==> src/rtl/lsu_pkg.sv <==
// Shared definitions for the load/store unit: funct3 encodings, FSM states
// and the access legality check.
package lsu_pkg;

  localparam logic [2:0] F3_B  = 3'b000;
  localparam logic [2:0] F3_H  = 3'b001;
  localparam logic [2:0] F3_W  = 3'b010;
  localparam logic [2:0] F3_BU = 3'b100;
  localparam logic [2:0] F3_HU = 3'b101;

  typedef enum logic [1:0] {
    S_IDLE,
    S_READ,
    S_WRITE,
    S_DONE
  } lsu_state_e;

  // 1 when the access must be rejected without touching memory.
  function automatic logic access_bad(input logic [2:0] funct3, input logic write,
                                      input logic [1:0] off);
    logic bad;
    case (funct3)
      F3_B:    bad = 1'b0;
      F3_H:    bad = off[0];
      F3_W:    bad = (off != 2'b00);
      F3_BU:   bad = write;
      F3_HU:   bad = write | off[0];
      default: bad = 1'b1;
    endcase
    return bad;
  endfunction

endpackage

==> src/rtl/lsu_align.sv <==
// Lane logic: extracts/extends load data and merges sub-word store data into
// an existing memory word. Purely combinational.
module lsu_align
  import lsu_pkg::*;
(
  input  logic [31:0] load_word,
  input  logic [31:0] old_word,
  input  logic [31:0] wdata,
  input  logic [1:0]  off,
  input  logic [2:0]  funct3,
  output logic [31:0] load_val,
  output logic [31:0] store_word
);

  logic [31:0] shifted;
  logic [7:0]  byte_sel;
  logic [15:0] half_sel;

  assign shifted  = load_word >> {off, 3'b000};
  assign byte_sel = shifted[7:0];
  assign half_sel = off[1] ? load_word[31:16] : load_word[15:0];

  always_comb begin
    load_val = load_word;
    case (funct3)
      F3_B:    load_val = {{24{byte_sel[7]}}, byte_sel};
      F3_BU:   load_val = {24'h0, byte_sel};
      F3_H:    load_val = {{16{half_sel[15]}}, half_sel};
      F3_HU:   load_val = {16'h0, half_sel};
      default: load_val = load_word;
    endcase
  end

  // Each byte lane takes new data only when the access covers it.
  for (genvar gi = 0; gi < 4; gi++) begin : g_lane
    localparam logic [1:0] LANE = 2'(gi);
    logic hit_b;
    logic hit_h;
    assign hit_b = (funct3 == F3_B) && (off == LANE);
    assign hit_h = (funct3 == F3_H) && (off[1] == LANE[1]);
    assign store_word[8*gi +: 8] = (funct3 == F3_W) ? wdata[8*gi +: 8] :
                                   hit_b            ? wdata[7:0] :
                                   hit_h            ? wdata[8*(gi%2) +: 8] :
                                                      old_word[8*gi +: 8];
  end

endmodule

==> src/rtl/load_store_unit.sv <==
// Sequential load/store unit: one byte/half/word access per request, with
// read-modify-write for sub-word stores so memory only sees aligned words.
module load_store_unit
  import lsu_pkg::*;
#(
  parameter int ADDR_WIDTH = 32
) (
  input  logic                  clk,
  input  logic                  reset,
  input  logic                  req_valid,
  output logic                  req_ready,
  input  logic                  req_write,
  input  logic [2:0]            req_funct3,
  input  logic [ADDR_WIDTH-1:0] req_addr,
  input  logic [31:0]           req_wdata,
  output logic                  resp_valid,
  output logic                  resp_err,
  output logic [31:0]           resp_rdata,
  output logic [ADDR_WIDTH-1:0] mem_addr,
  output logic [31:0]           mem_din,
  output logic                  mem_read,
  output logic                  mem_write,
  input  logic [31:0]           mem_dout
);

  lsu_state_e            state_q;
  logic [ADDR_WIDTH-1:0] addr_q;
  logic [2:0]            funct3_q;
  logic                  write_q;
  logic [31:0]           wdata_q;
  logic [31:0]           merged_q;
  logic [31:0]           rdata_q;
  logic                  err_q;

  logic [31:0] load_val;
  logic [31:0] store_word;

  lsu_align u_align (
    .load_word  (mem_dout),
    .old_word   (mem_dout),
    .wdata      (wdata_q),
    .off        (addr_q[1:0]),
    .funct3     (funct3_q),
    .load_val   (load_val),
    .store_word (store_word)
  );

  always_ff @(posedge clk) begin
    if (reset) begin
      state_q  <= S_IDLE;
      addr_q   <= '0;
      funct3_q <= 3'b000;
      write_q  <= 1'b0;
      wdata_q  <= 32'h0;
      merged_q <= 32'h0;
      rdata_q  <= 32'h0;
      err_q    <= 1'b0;
    end else begin
      case (state_q)
        S_IDLE: begin
          if (req_valid) begin
            addr_q   <= req_addr;
            funct3_q <= req_funct3;
            write_q  <= req_write;
            wdata_q  <= req_wdata;
            if (access_bad(req_funct3, req_write, req_addr[1:0])) begin
              err_q   <= 1'b1;
              state_q <= S_DONE;
            end else begin
              err_q <= 1'b0;
              // A full-word store needs no old data, so skip the read.
              if (req_write && req_funct3 == F3_W) begin
                merged_q <= req_wdata;
                state_q  <= S_WRITE;
              end else begin
                state_q <= S_READ;
              end
            end
          end
        end
        S_READ: begin
          if (write_q) begin
            merged_q <= store_word;
            state_q  <= S_WRITE;
          end else begin
            rdata_q <= load_val;
            state_q <= S_DONE;
          end
        end
        S_WRITE: state_q <= S_DONE;
        S_DONE:  state_q <= S_IDLE;
        default: state_q <= S_IDLE;
      endcase
    end
  end

  assign req_ready  = (state_q == S_IDLE);
  assign resp_valid = (state_q == S_DONE);
  assign resp_err   = resp_valid & err_q;
  assign resp_rdata = rdata_q;
  assign mem_addr   = {addr_q[ADDR_WIDTH-1:2], 2'b00};
  assign mem_din    = merged_q;
  assign mem_read   = (state_q == S_READ);
  // Reset must suppress a write in the same cycle so a dropped RMW never lands.
  assign mem_write  = (state_q == S_WRITE) && !reset;

endmodule

==> config.mk <==
export PLATFORM = sky130hd
export DESIGN_NAME = load_store_unit
export DESIGN_NICKNAME = d
export VERILOG_FILES = /design/src/rtl/lsu_pkg.sv /design/src/rtl/lsu_align.sv /design/src/rtl/load_store_unit.sv
export SDC_FILE = /design/constraint.sdc
export NUM_CORES = 1
export LEC_CHECK = 0
export CORE_MARGIN = 2
export CORE_UTILIZATION = 40
export CTS_CLUSTER_DIAMETER = 80
export DETAILED_ROUTE_END_ITERATION = 7
export GPL_ROUTABILITY_DRIVEN = 0
export PLACE_DENSITY = 0.8
export RECOVER_POWER = 25
export SLEW_MARGIN = 40
export SYNTH_ARGS = -nofsm -noshare
export SYNTH_HDL_FRONTEND = slang
export SYNTH_HIERARCHICAL = 1
export SYNTH_SLANG_ARGS = --single-unit
export TNS_END_PERCENT = 100
==> constraint.sdc <==
create_clock -name clk -period 2 [get_ports clk]
set_input_delay 0.4 -clock clk [delete_from_list [all_inputs] [get_ports clk]]
set_output_delay 0.4 -clock clk [all_outputs]
set_load 0.02 [all_outputs]
==> metrics.md <==
| Metric | Value |
|---|---|
| Layout cells sized above 1 | 0.171 |
| Endpoints failing hold | 0 |
| Syn Std Cell Area | around 6900 um^2 |
| Met2 Usage GRT | 0.380 |
| Post-Synthesis Cells | a little under 900 |
| Net Sw Frac | 0.376 |
| Total gr overflow | 0 |
| TritonCTS clock tree | yes |
| Seq pwr share | 0.304 |
| Reg-to-Reg End | mem_din[14] |
| Port Buf Inserts | 201 |
| FF-to-FF Start | funct3_q[0] |
| Layout net count | ~1200 |
| Distinct cell type count after synthesis | 59 |
| Hold Crit Endpoint | err_q |
| CTS H-tree depth | 4 |
| Diodes inserted | 0 |
| Slowest CP cell | or3b_4 |
| Post-cts hold buffer count | 0 |
| Maximum vdd ir drop | 0.770 mV |
| CP endpoint kind | register |
| Critical Path AT | 2.26 ns |
| Final setup viols | 0 |
| Kind of critical path | reg -> reg |
| WP data required | around 2.3 ns |
| WL final | 22500 um |
| # Max-Cap Violations | 0 |
| DRC errors left | 0 |
| HPWL after detailed placement | 16100 um |
| Yosys Warn Count | 6 |
| Static leakage | about 3.7 nW |
| Yosys top cell by area | dfxtp_1 |
| Placed inst area | 9240 um^2 |
| Busiest grt layer | met2 |
| Critical path, cell by cell | or3b_4 -> or3_4 -> nand3_4 -> o21ai_0 -> o221ai_1 -> a22oi_2 |
| Combinational share of power | 0.435 |
| Post-route ant nets | 0 |
| # rows | 48 |
| DR iter-0 viols | 617 |
| Routed length per placed instance | ~17 um |
| P per Cell Area | 1180 nW/um^2 |
| DR vias | between 7000 and 8000 |
| Sw Pwr | 4.45 mW |
| Crit share post-route | 0.973 |
| Area growth syn-to-layout | 44.0% |
| GR Util met3 | 0.0756 |
| Sequential-to-total area share from yosys stat | 0.389 |
| Minimum clock period | just under 2 ns |
| Unrepaired setup endpoints after global routing | no |
| Final Util | 0.584 |
| DP Cell Count | 1251 |
| CTS clk-pin slew, worst paths | roughly 0.060 ns |
| Worst Reg2Reg Path Length in Cells | 6 |
| Maximum clock insertion buffer count | 2 |
| Fin area | 10000 um^2 |
| Area contributors post-synth | dfxtp_1 (39%), nand2_1 (13%), a21oi_1 (8.2%) |
| Vias/cell | 5.50 |
| Startpoint Class | register |
| Chip height | 136 um |
| Starting density of the core | 0.405 |
| FMAX | ~0.5 GHz |
| Initial antenna violation count | 0 |
| WHS Path Cells | 2 |
| Vias in the first global route | 6719 |
| Min-delay src | err_q |
| Largest net degree at the start of global routing | 105 |
| Tot Pwr | 11.8 mW |
| CTS buffer count | 17 |
| Slowest stage delay, CP | about 0.41 ns |
| Hold Crit Class | reg -> reg |
| Non-Filler Instances | 1288 |
| # IOs | 204 |
| Worst clock skew | 0.00971 ns |
| Die area | 18400 um^2 |
| Number of synthesized flops with an enable pin | 0 |
| Syn Area/Cell | between 7 and 8 um^2 |
| Hold_ws | 0.452 ns |
| Clock Latency Late Sink | 0.43 ns |
| Max-slew violations | 0 |
| Worst R2R Setup Slack | 0.05 ns |
| CP max FO | 8 |
| Internal | approximately 7.4 mW |
| Ys async rst share | 0 |
| DRT Pass-1 Iters | 5 |
| GRT Total Usage | 0.239 |
| Main synth FF type | dfxtp_1 |
| Post-synth top area share | 0.389 |
| Die width | 136 um |
| FILL cells | 1505 |
| CTS sink count | 135 |
| Part of the power in the clock network | 0.262 |
| Worst slack, placed | -0.286 ns |
| Flops & latches, synth | 135 |
| Met1 usage in global routing | 0.296 |
| Root Buffer | clkbuf_16 |
| Status | finished clean |
| Core area | roughly 17000 um^2 |
| TNS Setup | 0 ns |
| First-pass GRT wire length | between 30000 and 40000 um |
| Post-route setup slack | 0.0543 ns |
==> critical path: cells and delay by family, from the launching register on <==
family	cells	cell delay (ns)
AND/OR/NAND/NOR	3	0.96
flip-flops	1	0.37
AO/OA/AOI/OAI	3	0.51
==> cells by family after synthesis <==
| logic type | after synthesis | share of synthesized area |
|---|---|---|
| and+or+nand+nor | 336 | 0.205 |
| AOI/OAI and AO/OA | 242 | 0.252 |
| DFF | 135 | 0.389 |
| buffers and inverters | 122 | 0.0948 |
| muxes | 32 | 0.0499 |
| adders and majority gates | 5 | 0.00902 |
| other | 1 | 0.000540 |
==> synth_stat cells, types with 2 or more instances <==
library cell,number
o22ai_1,8
o221a_2,5
clkbuf_1,40
a22oi_1,4
a21oi_1,113
and2_1,2
inv_1,16
o21ai_0,12
o21ai_1,2
nand2_1,248
a221o_1,15
buf_4,35
buf_2,19
mux2_2,8
ha_1,5
mux2i_1,23
nor2_1,50
buf_1,5
a31oi_1,6
o21a_1,4
nor2b_1,6
a22oi_2,30
buf_6,6
nor3b_1,2
o221ai_1,32
dfxtp_1,135
nand2b_1,10
==> layout by cell type (no fill, tap or decap), types with 4 or more instances in the layout <==
| master | instances |
|---|---|
| nand2_1 | 245 |
| o21ai_0 | 11 |
| mux2i_2 | 4 |
| ha_1 | 5 |
| clkdlybuf4s50_1 | 195 |
| inv_1 | 16 |
| a21oi_1 | 110 |
| o221ai_2 | 10 |
| buf_4 | 49 |
| clkinvlp_4 | 7 |
| mux2_2 | 8 |
| a21oi_2 | 4 |
| a22oi_2 | 30 |
| a22oi_1 | 4 |
| clkbuf_16 | 17 |
| o21a_1 | 4 |
| mux2i_1 | 17 |
| nor2_1 | 50 |
| a31oi_1 | 6 |
| dfxtp_1 | 131 |
| buf_12 | 11 |
| a221o_1 | 15 |
| o221a_2 | 5 |
| o22ai_1 | 8 |
| o221ai_1 | 22 |
| nand2b_1 | 10 |
==> routing by layer <==
metal / vias to the layer above / wire, um
li1: 3355 / -
met1: 3364 / 9310
met2: 302 / 10600
met3: 57 / 1940
met4: 0 / 626
met5: - / 0
==> power by group through the flow <==
stage          Sequential, mW  Combinational (mW)  Clock (mW)
3_5_place_dp             3.62                5.00           0
2_1_floorplan            3.83                2.95           0
5_1_grt                  3.65                5.53        3.24
6_report                 3.59                5.14        3.09
4_1_cts                  3.57                5.03        3.16
3_3_place_gp             3.60                4.94           0
==> flip-flops by register name, summed over array words and instances, names as in the netlist <==
name,flops
addr_q,32
mem_din,32
resp_rdata,32
wdata_q,32
funct3_q,3
state_q,2
err_q,1
write_q,1
==> cell type report <==
| cell class | instances | area (um^2) | area share |
|---|---|---|---|
| Sequential cell | 135 | 2710 | 0.271 |
| Timing Repair Buffer | 263 | 2620 | 0.262 |
| Clock buffer | 20 | 457 | 0.0457 |
| Multi-Input combinational cell | 617 | 3740 | 0.374 |
| Inverter | 17 | 63.8 | 0.00638 |
| Tap cell | 225 | 282 | 0.0282 |
| Clock inverter | 11 | 126 | 0.0126 |
==> how the worst max path moves through the flow <==
stage | from | end | slack, ns
after floorplan | addr_q[0] | mem_din[13] | -0.01
after global placement | mem_dout[7] | resp_rdata[8] | -0.22
after detailed placement | mem_dout[7] | resp_rdata[9] | -0.29
after CTS | state_q[0] | mem_write | 0.0004
after global routing | funct3_q[0] | mem_din[14] | 0.003
final | funct3_q[0] | mem_din[14] | 0.05
==> repair_timing <==
| item | in CTS | in global routing |
|---|---|---|
| pin swaps | 1 | 2 |
| endpoints found under the hold margin | 0 | 0 |
| endpoints found under the setup margin | 24 | 39 |
| resized for setup | 10 | 34 |
| setup buffers | 4 | 2 |
(Power assumes the default switching activity.)
